## src/rtl/fir_mac_datapath.sv

```systemverilog
// Serial MAC datapath for a 32-tap FIR: delay line, coefficient file, 2-stage multiply/accumulate.
// Latency: out_en in cycle N -> data_out_valid in cycle N+2 (product selected in cycle N included).
// No backpressure: the sequencer drives one selection per cycle and every result is emitted unconditionally.
//
// Ports:
//   clk, rst_n                  clock, async active-low reset
//   data_in, data_in_en         sample write into the circular delay line
//   data_counter, co_choose     tap index (0 = newest sample) and coefficient index
//   add_en, out_en              accumulate this selection / close the frame and emit
//   coef_wr_en/addr/data        coefficient register file write port
//   data_out, data_out_valid    rounded, saturated result and its one-cycle strobe
//   sat_flag                    result was clipped (qualifies data_out_valid)
module fir_mac_datapath #(
  parameter int DATA_W    = 16,
  parameter int COEF_W    = 16,
  parameter int TAPS      = 32,
  parameter int ACC_W     = 37,
  parameter int OUT_SHIFT = 15
) (
  input  logic              clk,
  input  logic              rst_n,
  input  logic [DATA_W-1:0] data_in,
  input  logic              data_in_en,
  input  logic [4:0]        data_counter,
  input  logic [4:0]        co_choose,
  input  logic              add_en,
  input  logic              out_en,
  input  logic              coef_wr_en,
  input  logic [4:0]        coef_wr_addr,
  input  logic [COEF_W-1:0] coef_wr_data,
  output logic [15:0]       data_out,
  output logic              data_out_valid,
  output logic              sat_flag
);

  localparam int PROD_W = DATA_W + COEF_W;

  // Rounding constant (half an output LSB) and clip limits, all at accumulator width.
  localparam logic signed [ACC_W-1:0] RND   = ACC_W'(1) << (OUT_SHIFT - 1);
  localparam logic signed [ACC_W-1:0] MAX_A = ACC_W'(32'sd32767);
  localparam logic signed [ACC_W-1:0] MIN_A = ACC_W'(-32'sd32768);

  logic signed [DATA_W-1:0] dline   [TAPS];
  logic signed [COEF_W-1:0] coef_rf [TAPS];
  logic [4:0]               wp;

  logic [4:0]               rd_idx;
  logic signed [DATA_W-1:0] sample;
  logic signed [COEF_W-1:0] coef;

  logic signed [PROD_W-1:0] prod;
  logic                     add_en_d;
  logic                     out_en_d;

  logic signed [ACC_W-1:0]  acc;
  logic signed [ACC_W-1:0]  prod_ext;
  logic signed [ACC_W-1:0]  addend;
  logic signed [ACC_W-1:0]  sum;
  logic signed [ACC_W-1:0]  rsum;
  logic signed [ACC_W-1:0]  rshift;
  logic                     clip_hi;
  logic                     clip_lo;

  // wp points at the next free slot, so the newest sample sits at wp-1.
  // 5-bit arithmetic gives the modulo-32 wrap for free.
  assign rd_idx = wp - 5'd1 - data_counter;
  assign sample = dline[rd_idx];
  assign coef   = coef_rf[co_choose];

  // Delay line: reads above see the pre-write contents when data_in_en coincides.
  always_ff @(posedge clk or negedge rst_n) begin
    if (!rst_n) begin
      for (int i = 0; i < TAPS; i++) dline[i] <= '0;
      wp <= '0;
    end else if (data_in_en) begin
      dline[wp] <= data_in;
      wp        <= wp + 5'd1;
    end
  end

  // Coefficient file: same-cycle read of the written address returns the old value.
  always_ff @(posedge clk or negedge rst_n) begin
    if (!rst_n) begin
      for (int i = 0; i < TAPS; i++) coef_rf[i] <= '0;
    end else if (coef_wr_en) begin
      coef_rf[coef_wr_addr] <= coef_wr_data;
    end
  end

  // Stage 1: full-precision product plus aligned control.
  always_ff @(posedge clk or negedge rst_n) begin
    if (!rst_n) begin
      prod     <= '0;
      add_en_d <= 1'b0;
      out_en_d <= 1'b0;
    end else begin
      prod     <= PROD_W'(sample) * PROD_W'(coef);
      add_en_d <= add_en;
      out_en_d <= out_en;
    end
  end

  // Stage 2: accumulate, and on the frame's last selection round half up,
  // saturate to 16 bits and restart the accumulator from zero.
  assign prod_ext = {{(ACC_W-PROD_W){prod[PROD_W-1]}}, prod};
  assign addend   = add_en_d ? prod_ext : '0;
  assign sum      = acc + addend;
  assign rsum     = sum + RND;
  assign rshift   = rsum >>> OUT_SHIFT;
  assign clip_hi  = rshift > MAX_A;
  assign clip_lo  = rshift < MIN_A;

  always_ff @(posedge clk or negedge rst_n) begin
    if (!rst_n) begin
      acc            <= '0;
      data_out       <= '0;
      data_out_valid <= 1'b0;
      sat_flag       <= 1'b0;
    end else if (out_en_d) begin
      acc            <= '0;
      data_out_valid <= 1'b1;
      sat_flag       <= clip_hi | clip_lo;
      if (clip_hi)      data_out <= 16'h7FFF;
      else if (clip_lo) data_out <= 16'h8000;
      else              data_out <= rshift[15:0];
    end else begin
      acc            <= sum;
      data_out_valid <= 1'b0;
      sat_flag       <= 1'b0;
    end
  end

endmodule
```

## config.mk

```make
export PLATFORM = sky130hd
export DESIGN_NAME = fir_mac_datapath
export DESIGN_NICKNAME = d
export VERILOG_FILES = /design/src/rtl/fir_mac_datapath.sv
export SDC_FILE = /design/constraint.sdc
export NUM_CORES = 2
export LEC_CHECK = 0
export CORE_MARGIN = 2
export CORE_UTILIZATION = 60
export CTS_BUF_LIST = sky130_fd_sc_hd__clkbuf_8
export DETAILED_ROUTE_END_ITERATION = 10
export PLACE_DENSITY = 0.77
export SLEW_MARGIN = 10
export SYNTH_ARGS = -nofsm -noshare
export SYNTH_HDL_FRONTEND = slang
export SYNTH_SLANG_ARGS = --single-unit
```

## constraint.sdc

```tcl
create_clock -name clk -period 21.3 [get_ports clk]
set_input_delay 5.325 -clock clk [delete_from_list [all_inputs] [get_ports clk]]
set_output_delay 5.325 -clock clk [all_outputs]
set_load 0.05 [all_outputs]
```

## Word level (Yosys, flattened, before mapping)

Cells that the tools add are included.

- Output and inout port bits: 18
- Register bits after elaboration: 1118
- Input bits: 53
- Word-level logic and storage cells: 111

- Multiplexer cells: 18
- Multiply operators: 1
- Reductions and logical operators: 2
- Bitwise gates (word level): 5
- Order comparisons: 8
- Add/sub/neg operators: 5

Operators with widths:

| cell | number |
|---|---|
| 512-bit bitwise mux | 2 |
| 16-bit binary-select mux with 5-bit select | 2 |
| 16-bit demux with 5-bit select | 2 |
| 16-bit 2-to-1 mux | 8 |
| 37-bit 2-to-1 mux | 2 |
| 37-bit by 16-bit adder with 37-bit output, second input constant | 1 |
| 37-bit adder | 1 |
| 16-bit by 16-bit multiplier with 32-bit output | 1 |
| 6-bit >= comparator, second input constant | 4 |
| 5-bit inverter with 6-bit output | 4 |
| 22-bit by 16-bit greater-than comparator with 1-bit output, second input constant | 1 |
| 22-bit by 16-bit less-than comparator with 1-bit output, second input constant | 1 |
| 6-bit by 1-bit less-than comparator with 1-bit output, second input constant | 2 |
| 5-bit by 1-bit adder with 5-bit output, second input constant | 1 |
| 5-bit by 1-bit subtractor with 5-bit output, second input constant | 1 |
| 5-bit subtractor | 1 |
| 1-bit logical AND | 2 |
| 1-bit 2-to-1 mux | 2 |
| 1-bit OR | 1 |

## Longest topological paths before layout

- Depth in word-level cells: 7
- Gate-level depth with buffers: 35
- Depth with buffers taken out: 32

## Least setup slack after synthesis

OpenSTA, ideal clock, no wires.

- Kind: input -> register
- From: input port data_counter[0]
- To: register prod[30]
- Arrival time: 13.697 ns
- Path slack: 7.523 ns
- Stages on the path: 31
- Cell sequence: inv_1 ha_1 clkbuf_1 buf_1 clkbuf_1 mux4_2 mux4_2 mux2i_1 nor2_1 fa_1 inv_1 fa_1 fa_1 inv_1 fa_1 fa_1 inv_1 fa_1 inv_1 ha_1 a21oi_1 nor2b_1 o21ai_0 nand2_1 a21oi_1 o21ai_0 o41ai_1 o211a_1 o21bai_1 a21oi_1 xnor2_1

- Longest elaborated chain between the ends: 6

RTL lines:

| item | RTL line | text |
|---|---|---|
| start: declaration | 24 | `input logic [4:0] data_counter,` |
| 5-bit subtractor | 66 | `assign rd_idx = wp - 5'd1 - data_counter;` |
| 5-bit inverter with 6-bit output (not written as such) | 67 | `assign sample = dline[rd_idx];` |
| 16-bit binary-select mux with 5-bit select | 67 |  |
| 16-bit 2-to-1 mux (not written as such) (2 in series) | 67 |  |
| 16-bit by 16-bit multiplier with 32-bit output | 97 | `prod <= PROD_W'(sample) * PROD_W'(coef);` |
| end signal: assignment | 97 |  |
| end: declaration | 51 | `logic signed [PROD_W-1:0] prod;` |

No other way between the ends. The select of a mux whose other input is x is not followed.
A chain may end at the register's enable or synchronous reset.

## Final worst setup path

Ends and elaborated chain as after synthesis.

==> impl_metrics.py <==
metrics = {
    "cells_and_area": {
        "area_delta_synth_final_pct": 9.54,
        "stdcell_count": 6085,
        "layout_commonest_cell": "dfrtp_1",
        "nets": 4999,
        "final_cell_mix": "dfrtp_1, mux2_2, inv_1",
        "drive_gt1_frac": 0.389,
        "fillCellCount": 7425,
        "fin_util": 0.660,
    },
    "logic_synthesis": {
        "synth_ff_type": "dfrtp_1",
        "synth_compound_area_frac": 0.0283,
        "synth_seq_cells": 1118,
        "synth-xor-area-share": 0.0111,
        "syn-mean-instance-area_um2": 13.7,
        "synth_edf_count": 0,
        "synthCells": 4522,
        "synthArstFlopShare": 1.00,
        "synth.distinct_cells": 91,
        "synthMuxAreaShare": 0.309,
        "yosys.area_share.simple": 0.0517,
        "synth_nets": 4966,
        "ys_seq_area_frac": 0.451,
        "syn_area_um2": 62100,
        "yosys_warnings": 0,
        "synth_top_family_by_area": "multiplexers",
        "synthAdderAreaFrac": 0.111,
    },
    "detailed_routing": {
        "routed-via-count": 36920,
        "ant_nets": 0,
        "drc": 0,
        "via_per_inst": 6.07,
        "drtPass1Iterations": 5,
        "wl_per_cell_um": 23.1,
        "routed_wl_um": 141000,
        "first_iter_violations": 2547,
    },
    "timing": {
        "setup_viol": 0,
        "fmax_mhz": 67.1,
        "period_share": 0.700,
        "rsz0062_at_grt": "false",
        "tightest_slew_ns": 1.25,
        "report.final.slew_viol_count": 0,
        "worst_hold_slack_ns": 0.487,
        "clock_skew_ns": 0.0643,
        "tns_ns": 0,
        "hold_viol": 0,
        "relSlewSlack": 0.167,
        "fin_crit_ns": 14.91,
    },
    "cts": {
        "clkSlewWorstSetupHoldPaths_ns": 0.06,
        "cts_root_buffer": "clkbuf_8",
        "cts_tree": "yes",
        "hold_buffers": 0,
        "cts_buffer_depth": 3,
        "clock-sinks": 1118,
        "htreeDepth": 4,
        "cts_inserted_buffers": 179,
        "post_cts_resize_count": 0,
        "cts_setup_buffers": 0,
        "clk-insertion-delay-late_ns": 0.88,
    },
    "setup_path": {
        "cp_max_fo": 31,
        "cpPeakStageDelay_ns": 0.81,
        "startpoint_type": "input pin",
        "crit_required_ns": 22.05,
        "endpoint_kind": "flop",
        "r2r-start": "wp[0]$_DFFE_PN0P_",
        "critPathSlowestCell": "mux2i_1",
        "reg2reg_to": "prod[30]$_DFF_PN0_",
        "timing.critical_path.mode_cell": "fa_1",
        "r2r_cells": 28,
        "cp.arrival_ns": 15.65,
        "critPathKind": "input pin to flop",
        "r2r_slack_ns": 10.87,
    },
    "global_route": {
        "antenna_found_initial": 2,
        "globalRouteTotalUtil": 0.275,
        "grt_pass1_vias": 39788,
        "grt_max_degree": 179,
        "grt_first_pass_wirelength_um": 226000,
        "grt_overflow": 0,
    },
    "floorplan": {
        "die_h_um": 326,
        "ioPinCount": 71,
        "row_count": 118,
        "start_util": 0.603,
        "die_w_um": 326,
        "die_area_um2": 106000,
        "core_um2": 103000,
    },
    "worst_hold_path": {
        "whs_endpoint": "data_out[15]$_DFFE_PN0P_",
        "min_path_type": "flop to flop",
        "hp-start": "data_out[15]$_DFFE_PN0P_",
        "hold_depth": 2,
    },
    "run_status": {
        "outcome": "completed",
    },
    "placement": {
        "place.gp.congestion": 0.891,
        "dp_cells": 5754,
        "port_buffers": 70,
        "hpwlAfterDp_um": 90100,
    },
    "job": {
        "drv_cap": 0,
    },
}
## area by class of cell
type	count	area, um2	share of cell area
Clock inverter	98	676	0.00993
Inverter	330	1240	0.0182
Clock buffer	229	3150	0.0463
Antenna cell	4	10.0	0.000147
Sequential cell	1118	28000	0.411
Tap cell	1380	1730	0.0254
Timing Repair Buffer	159	1410	0.0208
Multi-Input combinational cell	2767	31800	0.468
## synthesized netlist by cell type (29+ instances only)
master | number | share of area
nand2b_1 | 29 | 0.0029
and2_1 | 47 | 0.0047
o21ai_0 | 34 | 0.0027
xnor2_1 | 52 | 0.0073
a21oi_1 | 61 | 0.0049
clkbuf_1 | 270 | 0.016
nor2_1 | 257 | 0.016
mux2i_1 | 30 | 0.0048
fa_1 | 264 | 0.085
nand3_1 | 38 | 0.0031
inv_1 | 330 | 0.020
mux2_2 | 1035 | 0.19
mux4_2 | 320 | 0.12
dfrtp_1 | 1118 | 0.45
ha_1 | 127 | 0.026
nand2_1 | 159 | 0.0096
## critical path, delay by kind of cell
family / cells / cell delay (ns)
AOI/OAI and AO/OA: 6 / 1.56
xor gates and xnor gates: 1 / 0.13
adders and majority gates: 8 / 3.84
buffers and inverters: 8 / 2.28
muxes: 3 / 1.90
and+or+nand+nor: 4 / 0.56
## stage by stage
stage / setup slack (ns) / instance area (um2)
after floorplan: 7.52 / 62100
after global placement: 5.60 / 64200
after detailed placement: 5.49 / 64200
after CTS: 6.39 / 68000
after global routing: 5.72 / 68000
final: 6.39 / 68000
## worst max-delay path by stage
stage / startpoint / endpoint / depth (start not counted)
3_3_place_gp: data_counter[0] / prod[30]$_DFF_PN0_ / 30
6_report: data_counter[0] / prod[30]$_DFF_PN0_ / 30
2_1_floorplan: data_counter[0] / prod[30]$_DFF_PN0_ / 31
5_1_grt: data_counter[0] / prod[30]$_DFF_PN0_ / 30
3_5_place_dp: data_counter[0] / prod[30]$_DFF_PN0_ / 30
4_1_cts: data_counter[0] / prod[30]$_DFF_PN0_ / 30
## sequential cells by signal, indices dropped and copies added, names as in the netlist
register	cells
sat_flag	1
data_out_valid	1
add_en_d	1
out_en_d	1
coef_rf	512
wp	5
dline	512
data_out	16
acc	37
prod	32
## kinds of logic (layout without fill, tap and decap cells)
kind of cell / after synthesis / count (layout)
flip-flops: 1118 / 1118
adder cells (fa/ha/maj): 391 / 391
buffers and inverters: 637 / 816
XOR/XNOR: 78 / 78
AO/OA/AOI/OAI: 237 / 237
AND/OR/NAND/NOR: 676 / 676
multiplexers: 1385 / 1385
other: 0 / 4
## layer usage
metal / global-route usage / vias up / share of wire / wire [um]
li1: - / 16058 / - / -
met1: 0.377 / 19461 / 0.42 / 59500
met2: 0.448 / 1107 / 0.49 / 68500
met3: 0.0476 / 292 / 0.057 / 8090
met4: 0.101 / 2 / 0.034 / 4720
met5: 0 / - / 0.000085 / 12
Power is left out: the tool's default activity adds up to more than one toggle a clock period on the data nets, which glitch-free logic cannot reach.
